<file path="config.mk">
export PLATFORM = sky130hd
export DESIGN_NAME = fb_arbiter
export DESIGN_NICKNAME = d
export VERILOG_FILES = /design/src/rtl/fb_pkg.sv /design/src/rtl/fb_wr_fifo.sv /design/src/rtl/fb_arbiter.sv
export SDC_FILE = /design/constraint.sdc
export NUM_CORES = 1
export LEC_CHECK = 0
export ABC_AREA = 1
export CORE_MARGIN = 2
export CORE_UTILIZATION = 33
export CTS_CLUSTER_DIAMETER = 200
export DETAILED_ROUTE_END_ITERATION = 8
export PLACE_DENSITY = 0.8
export SLEW_MARGIN = 20
export SYNTH_ARGS = -nofsm -noshare
export SYNTH_HDL_FRONTEND = slang
export SYNTH_HIERARCHICAL = 1
export SYNTH_SLANG_ARGS = --single-unit
</file>
<file path="constraint.sdc">
create_clock -name clk -period 2.3 [get_ports clk]
set_input_delay 0.23 -clock clk [delete_from_list [all_inputs] [get_ports clk]]
set_output_delay 0.23 -clock clk [all_outputs]
set_load 0.03 [all_outputs]
</file>
<file path="src/rtl/fb_pkg.sv">
// Shared constants and types for the frame-buffer arbiter (fb_arbiter, fb_wr_fifo).
package fb_pkg;
    localparam int FB_DEPTH = 24000;
    localparam int FB_AW    = 16;
    localparam int FB_DW    = 16;
    localparam int FB_SCW   = 8;

    typedef enum logic [1:0] {
        IDLE = 2'd0,
        RD   = 2'd1,
        WR   = 2'd2
    } fb_state_e;
endpackage

</file>
<file path="src/rtl/fb_wr_fifo.sv">
// Four-entry write posting FIFO (address + data) with synchronous active-low reset.
// Only instantiated when the arbiter is built with FB_WR_POST_EN.
module fb_wr_fifo
    import fb_pkg::*;
#(
    parameter int AW = FB_AW,
    parameter int DW = FB_DW
) (
    input  logic          clk,
    input  logic          reset_n,
    input  logic          push,
    input  logic [AW-1:0] push_addr,
    input  logic [DW-1:0] push_data,
    input  logic          pop,
    output logic          full,
    output logic          empty,
    output logic [AW-1:0] head_addr,
    output logic [DW-1:0] head_data
);
    logic [AW+DW-1:0] ent_q [4];
    logic [AW+DW-1:0] ent_d [4];
    logic [1:0]       wr_ptr_q, wr_ptr_d;
    logic [1:0]       rd_ptr_q, rd_ptr_d;
    logic [2:0]       cnt_q, cnt_d;
    logic             do_push_s, do_pop_s;

    assign full      = (cnt_q == 3'd4);
    assign empty     = (cnt_q == 3'd0);
    assign do_push_s = push && !full;
    assign do_pop_s  = pop && !empty;
    assign head_addr = ent_q[rd_ptr_q][AW+DW-1:DW];
    assign head_data = ent_q[rd_ptr_q][DW-1:0];

    // Next-state for storage, pointers and occupancy.
    always_comb begin
        ent_d    = ent_q;
        wr_ptr_d = wr_ptr_q;
        rd_ptr_d = rd_ptr_q;
        if (do_push_s) begin
            ent_d[wr_ptr_q] = {push_addr, push_data};
            wr_ptr_d        = wr_ptr_q + 2'd1;
        end else begin
            wr_ptr_d = wr_ptr_q;
        end
        if (do_pop_s) begin
            rd_ptr_d = rd_ptr_q + 2'd1;
        end else begin
            rd_ptr_d = rd_ptr_q;
        end
        cnt_d = cnt_q + {2'b00, do_push_s} - {2'b00, do_pop_s};
    end

    // FIFO registers.
    always_ff @(posedge clk) begin
        if (!reset_n) begin
            for (int i = 0; i < 4; i++) begin
                ent_q[i] <= '0;
            end
            wr_ptr_q <= 2'd0;
            rd_ptr_q <= 2'd0;
            cnt_q    <= 3'd0;
        end else begin
            ent_q    <= ent_d;
            wr_ptr_q <= wr_ptr_d;
            rd_ptr_q <= rd_ptr_d;
            cnt_q    <= cnt_d;
        end
    end
endmodule

</file>
<file path="src/rtl/fb_arbiter.sv">
// Frame-buffer arbiter: scanout reads have priority, a pending write is forced in after
// STARVE_LIMIT consecutive reads. Build option FB_WR_POST_EN adds a write posting FIFO.
module fb_arbiter
    import fb_pkg::*;
#(
    parameter int DEPTH        = FB_DEPTH,
    parameter int STARVE_LIMIT = 8,
    parameter int AW           = FB_AW,
    parameter int DW           = FB_DW
) (
    input  logic          clk,
    input  logic          reset_n,
    input  logic          rd_req,
    input  logic [AW-1:0] rd_addr,
    output logic          rd_ack,
    output logic          rd_valid,
    output logic [DW-1:0] rd_data,
    input  logic          wr_req,
    input  logic [AW-1:0] wr_addr,
    input  logic [DW-1:0] wr_data,
    output logic          wr_ack,
    output logic          oob_err,
`ifdef FB_WR_POST_EN
    output logic          wr_fifo_full,
`endif
    output logic          mem_load,
    output logic [AW-1:0] mem_address,
    output logic [DW-1:0] mem_in,
    input  logic [DW-1:0] mem_out
);
    localparam logic [AW-1:0]     DEPTH_W = AW'(DEPTH);
    localparam logic [FB_SCW-1:0] LIMIT_W = FB_SCW'(STARVE_LIMIT);

    fb_state_e         state_q, state_d;
    logic [FB_SCW-1:0] starve_q, starve_d;
    logic              oob_q, oob_d;
    logic              rd_oob_q, rd_oob_d;
    logic [DW-1:0]     rd_hold_q, rd_hold_d;

    logic              wr_pend_s;
    logic [AW-1:0]     wr_head_addr_s;
    logic [DW-1:0]     wr_head_data_s;
    logic              wr_head_ok_s;
    logic              wr_oob_push_s;

`ifdef FB_WR_POST_EN
    logic fifo_full_s, fifo_empty_s, fifo_push_s, fifo_ack_s;

    // Acceptance depends only on FIFO space; out-of-range writes are acked but never stored.
    assign fifo_ack_s    = reset_n && wr_req && !fifo_full_s;
    assign fifo_push_s   = fifo_ack_s && (wr_addr < DEPTH_W);
    assign wr_oob_push_s = fifo_ack_s && !(wr_addr < DEPTH_W);
    assign wr_pend_s     = !fifo_empty_s;
    assign wr_head_ok_s  = 1'b1;
    assign wr_ack        = fifo_ack_s;
    assign wr_fifo_full  = fifo_full_s;

    fb_wr_fifo #(.AW(AW), .DW(DW)) u_wr_fifo (
        .clk       (clk),
        .reset_n   (reset_n),
        .push      (fifo_push_s),
        .push_addr (wr_addr),
        .push_data (wr_data),
        .pop       (state_d == WR),
        .full      (fifo_full_s),
        .empty     (fifo_empty_s),
        .head_addr (wr_head_addr_s),
        .head_data (wr_head_data_s)
    );
`else
    assign wr_pend_s      = wr_req;
    assign wr_head_addr_s = wr_addr;
    assign wr_head_data_s = wr_data;
    assign wr_head_ok_s   = (wr_addr < DEPTH_W);
    assign wr_oob_push_s  = 1'b0;
    assign wr_ack         = (state_d == WR);
`endif

    assign rd_valid = (state_q == RD);
    assign rd_data  = rd_valid ? (rd_oob_q ? {DW{1'b0}} : mem_out) : rd_hold_q;
    assign oob_err  = oob_q;

    // Grant decision, starvation counter and RAM-side drive.
    always_comb begin
        state_d     = IDLE;
        starve_d    = {FB_SCW{1'b0}};
        rd_ack      = 1'b0;
        mem_load    = 1'b0;
        mem_address = {AW{1'b0}};
        mem_in      = {DW{1'b0}};
        if (!reset_n) begin
            state_d = IDLE;
        end else if (rd_req && wr_pend_s) begin
            if (starve_q < LIMIT_W) begin
                state_d  = RD;
                starve_d = starve_q + FB_SCW'(1);
            end else begin
                state_d = WR;
            end
        end else if (rd_req) begin
            state_d = RD;
        end else if (wr_pend_s) begin
            state_d = WR;
        end else begin
            state_d = IDLE;
        end

        case (state_d)
            RD: begin
                rd_ack      = 1'b1;
                mem_address = rd_addr;
            end
            WR: begin
                mem_load    = wr_head_ok_s;
                mem_address = wr_head_addr_s;
                mem_in      = wr_head_data_s;
            end
            default: begin
                rd_ack = 1'b0;
            end
        endcase

        rd_oob_d  = (state_d == RD) && !(rd_addr < DEPTH_W);
        oob_d     = oob_q || rd_oob_d || wr_oob_push_s || ((state_d == WR) && !wr_head_ok_s);
        rd_hold_d = rd_valid ? rd_data : rd_hold_q;
    end

    // Arbiter state registers.
    always_ff @(posedge clk) begin
        if (!reset_n) begin
            state_q   <= IDLE;
            starve_q  <= {FB_SCW{1'b0}};
            oob_q     <= 1'b0;
            rd_oob_q  <= 1'b0;
            rd_hold_q <= {DW{1'b0}};
        end else begin
            state_q   <= state_d;
            starve_q  <= starve_d;
            oob_q     <= oob_d;
            rd_oob_q  <= rd_oob_d;
            rd_hold_q <= rd_hold_d;
        end
    end
endmodule

</file>
=== After elaboration in Yosys (flattened, before gate mapping) ===
Cells that the tools add are included.

* Bits in registers: 28
* Bits of input ports: 68
* Output and inout bits: 53
* Logic and storage cells: 31

* Add/subtract/negate cells: 1
* Magnitude comparators: 3
* Eq/ne operators: 3
* Multiplexer cells: 11
* Reductions and logical operators: 8

{| class="wikitable"
|+ Operator list
! kind !! number
|-
| two-way mux 16 bit || 3
|-
| < comparator 16 x 15 -> 1 bit, second input constant || 2
|-
| one-hot mux 16 bit (2 select lines) || 1
|-
| two-way mux 2 bit || 5
|-
| adder 8 x 1 -> 8 bit, second input constant || 1
|-
| < comparator 8 x 4 -> 1 bit, second input constant || 1
|-
| == test 2 x 1 -> 1 bit, second input constant || 2
|-
| logical AND 1 bit || 3
|-
| AND reduction 3 bit || 1
|-
| == test 2 bit, second input constant || 1
|-
| logical NOT 1 bit || 2
|-
| logical OR 1 bit || 2
|-
| two-way mux 1 bit || 2
|}

=== Depth between registers and ports, before layout ===
* Depth in word-level cells: 8
* Depth in mapped cells: 11
* Depth with buffers taken out: 11

=== Worst setup path after synthesis ===
OpenSTA, ideal clock, no wires.

* Path type: reg2out
* From: register starve_q[4]
* To: output port mem_address[10]
* Arrival time: 2098 ps
* Required time: 2070 ps
* Slack: -28 ps
* Cell stages (with the launch flop): 11
* Buffers on the path: 2
* Path through: dfxtp_1 -> nor2_1 -> nand2_1 -> nor2_1 -> nand2_1 -> a21oi_1 -> ha_1 -> buf_2 -> buf_2 -> nand2_1 -> a21oi_1

* Word-level cells in the longest chain between the ends: 6
* Elaborated cells on any way between the ends: 7
* Those cells by class: order compare (1); eq/ne (2); mux (4)

{| class="wikitable"
|+ RTL lines
! item !! RTL line !! text
|-
| start, declared || fb_arbiter.sv:35 || <nowiki>logic [FB_SCW-1:0] starve_q, starve_d;</nowiki>
|-
| start signal, assigned || fb_arbiter.sv:132 || <nowiki>starve_q <= {FB_SCW{1'b0}};</nowiki>
|-
| start signal, assigned || fb_arbiter.sv:138 || <nowiki>starve_q <= starve_d;</nowiki>
|-
| < comparator 8 x 4 -> 1 bit * || fb_arbiter.sv:94 || <nowiki>if (starve_q < LIMIT_W) begin</nowiki>
|-
| two-way mux 2 bit * || fb_arbiter.sv:94 ||
|-
| two-way mux 2 bit * || fb_arbiter.sv:93 || <nowiki>end else if (rd_req && wr_pend_s) begin</nowiki>
|-
| two-way mux 2 bit * || fb_arbiter.sv:91 || <nowiki>if (!reset_n) begin</nowiki>
|-
| named net state_d[0] || fb_arbiter.sv:34 || <nowiki>fb_state_e state_q, state_d;</nowiki>
|-
| == test 2 bit or == test 2 x 1 -> 1 bit (tied branches) || fb_arbiter.sv:108 || <nowiki>case (state_d)</nowiki>
|-
| one-hot mux 16 bit (2 select lines) * || fb_arbiter.sv:108 ||
|-
| end, declared || fb_arbiter.sv:27 || <nowiki>output logic [AW-1:0] mem_address,</nowiki>
|}

Mark *: on every way through the listed nets, which the timed path passes. The rest lies on a longest branch.

=== Worst setup path in the final report ===
* From: input port wr_req
* To: output port mem_address[11]

* Elaborated cells on any way between the ends: 8
* Those cells by class: eq/ne (2); mux (5); reduce/logical (1)

{| class="wikitable"
|+ RTL lines
! item !! RTL line !! text
|-
| start, declared || fb_arbiter.sv:18 || <nowiki>input logic wr_req,</nowiki>
|-
| logical AND 1 bit * || fb_arbiter.sv:93 ||
|-
| two-way mux 2 bit * || fb_arbiter.sv:93 ||
|-
| two-way mux 2 bit * || fb_arbiter.sv:91 ||
|-
| named net state_d[0] || fb_arbiter.sv:34 ||
|-
| == test 2 bit or == test 2 x 1 -> 1 bit (tied branches) || fb_arbiter.sv:108 ||
|-
| one-hot mux 16 bit (2 select lines) * || fb_arbiter.sv:108 ||
|}

Marked as above.

==> results.cfg <==
[clocking]
cts_buffers = 3
worst_skew_pair.late_latency_ns = 0.27
clock_path_buffers = 2
htree_levels = 1
cts.sinks = 28
cts_hold_buf = 0
cts.clk_slew.worst_paths_ns = 0.08
cts_tree = yes
cts-root-buf = clkbuf_8

[critical_path]
cp-end-kind = output pin
timing.critical_path.to = mem_address[11]
critPathBufInv = 5
arrival_ns = 1.92
ff2ff_path_depth = 12
startpoint_type = input pin
timing.rr.start = starve_q[4]$_SDFF_PN0_
cp_slowest_cell = clkdlybuf4s50_1
cp-startpoint = wr_req
cp_cell_sequence = clkdlybuf4s50_1 -> nand2_1 -> inv_1 -> nand2_2 -> a21oi_2 -> inv_2 -> ha_4 -> buf_12 -> a21oi_1 -> buf_4
ff2ff_setup_slack_ns = 0.71
r2r-end = oob_err$_SDFF_PN0_
path_depth = 10
slowest_delay_ns = 0.48
cp.required_ns = 2.07
cp_max_fo = 16
crit_family = buffers and inverters
crit_type = in -> out

[grt]
antenna_found_initial = 0
grt_max_degree = 19
overflow = 0
grt_pass1_vias = 1858
grt_pass1_wl_um = 7770
grt_usage = 0.184

[synthesis]
yosys.area.top_type = dfxtp_1
synthFlopType = dfxtp_1
ys_ff_latch = 28
yosysUniqueCellTypes = 18
syn_area_per_cell_um2 = 6.18
synth_top_cells_by_count = nand2_1, a21oi_1, inv_1, dfxtp_1, nand3_1
ys_seq_area_frac = 0.362
synthCells = 251
yosys-top-cells-area = dfxtp_1, nand2_1, a21oi_1
syn_area_um2 = 1550
yosys_warnings = 6
yosysMostFrequentCell = nand2_1
synth_top_area_share = 0.362
synth_edf_count = 0
async_flop_share = 0

[placement]
dp_hpwl_um = 3860
pre_cts_slack_ns = -0.00421
io_buffers = 120
gp_congestion = 0.828

[status]
status = finished clean

[drt]
wl_per_cell_um = 11.1
wl_um = 4760
drtIter0Drc = 81
ant_nets = 0
vias_per_cell = 4.52
drc_errors = 0
first_pass_iters = 4
via_count = 1930

[final_layout]
area_delta_synth_final_pct = 87.6
fin_nets = 448
drive_gt1_frac = 0.184
n_antenna_cell = 0

[power_and_ir_drop]
power_switching_w = 0.000371
p_clk_frac = 0.229
power.leakage_nw = 1.52
seqPwrFrac = 0.407
ir_drop_v = 0.000501
power_density_nw_per_um2 = 430
netSwitchingFraction = 0.297
internal-power_w = 0.000879
p_total_w = 0.00125
power_frac_comb = 0.363

[die]
dieHeight_um = 72.5
die_w_um = 72.5
coreArea_um2 = 4440
num_rows = 24
die_area_um2 = 5260
initial_core_util = 0.349
io_pins = 121

[timing]
rsz0062_at_grt = no
fin_crit_sh = 0.933
fmax_mhz = 466
slew_viol_final = 0
holdWs_ns = 0.448
setup_violations = 0
finalHoldViolCount = 0
fin_worst_skew_ns = 0.00793
fin_crit_ns = 2.15
layout_setup_ws_ns = 0.155
final.setup.tns_ns = 0

[worst_hold_path]
hp-class = reg -> reg
hold_depth = 1

[run]
maxCapViolCount = 0
cell usage in the layout, fill, tap and decap left out:
cell and count:
ha_4 2, nor2_2 1, inv_1 33, o21ai_0 1
xnor2_1 1, nor2_1 10, ha_1 1, buf_12 2
clkbuf_8 4, buf_4 41, nand2_1 96, nand3_1 22
nor4_1 1, ha_2 1, clkdlybuf4s50_1 78, inv_2 3
a21oi_2 12, nor2_4 1, a21oi_1 24, dfxtp_1 28
conb_1 4, nand2_2 2, dlymetal6s2s_1 7
per-stage QoR:
stage | instance area, um2 | utilization | instances
finish | 2910 | 0.654 | 427
global route | 2910 | 0.654 | 427
CTS | 2850 | 0.642 | 427
detailed placement | 2800 | 0.629 | 423
global placement | 2800 | 0.629 | 423
floorplan | 1600 | - | 254
repair_timing:
action / 4_1_cts / 5_1_grt
hold endpoints to repair: 0 / 0
gates resized for setup: 1 / 15
pin swaps: 0 / 0
setup buffers: 0 / 0
setup endpoints to repair: 2 / 40
power groups by stage:
stage / clock network (W) / logic [W] / registers (W)
final: 0.000287 / 0.000454 / 0.000509
after global routing: 0.000321 / 0.000489 / 0.000512
after CTS: 0.000300 / 0.000451 / 0.000510
after detailed placement: 0 / 0.000448 / 0.000521
after global placement: 0 / 0.000444 / 0.000520
after floorplan: 0 / 0.000208 / 0.000523
layer usage:
layer,vias to the layer above,GRT usage,part of all wire
met2,66,0.354,0.50
met4,0,0.0432,0.020
met5,-,0,0
met1,837,0.199,0.41
met3,8,0.0486,0.068
li1,1019,-,-
state kept, by name, summed over array words and instances, names as in the netlist:
register,count
rd_oob_q,1
state_q,2
oob_err,1
rd_hold_q,16
starve_q,8
how the worst min path moves through the flow:
stage	slack [ns]	start	end
floorplan	0.33	reset_n	oob_err$_SDFF_PN0_
global placement	0.40	starve_q[3]$_SDFF_PN0_	starve_q[3]$_SDFF_PN0_
detailed placement	0.44	starve_q[3]$_SDFF_PN0_	starve_q[3]$_SDFF_PN0_
CTS	0.45	starve_q[3]$_SDFF_PN0_	starve_q[3]$_SDFF_PN0_
global route	0.48	starve_q[0]$_SDFF_PN0_	starve_q[0]$_SDFF_PN0_
finish	0.45	starve_q[0]$_SDFF_PN0_	starve_q[0]$_SDFF_PN0_
worst register-to-register path, cell delays in order, from the launching register on:
cell and delay, ns:
dfxtp_1 0.31, nor2_1 0.09, nand2_1 0.08, nor2_2 0.10, nand2_2 0.08, a21oi_2 0.18, inv_2 0.09, ha_4 0.22
buf_4 0.15, nand2_1 0.06, nand2_1 0.05, nand2_1 0.05, nand2_1 0.04
kinds of logic after synthesis:
kind of cell	synth area share
AND/OR/NAND/NOR	0.348
flip-flops	0.362
buffers and inverters	0.131
other	0.00242
adder cells (fa/ha/maj)	0.0323
XOR/XNOR	0.00565
AO/OA/AOI/OAI	0.119
final cells by class:
cell class	instances	area (um2)
fill	407	1540
sequential	28	561
tap	52	65.1
timing repair buffer	128	1220
inverter	36	135
clock buffer	4	55.1
multi-input combinational	179	876
(Power assumes the default switching activity.)
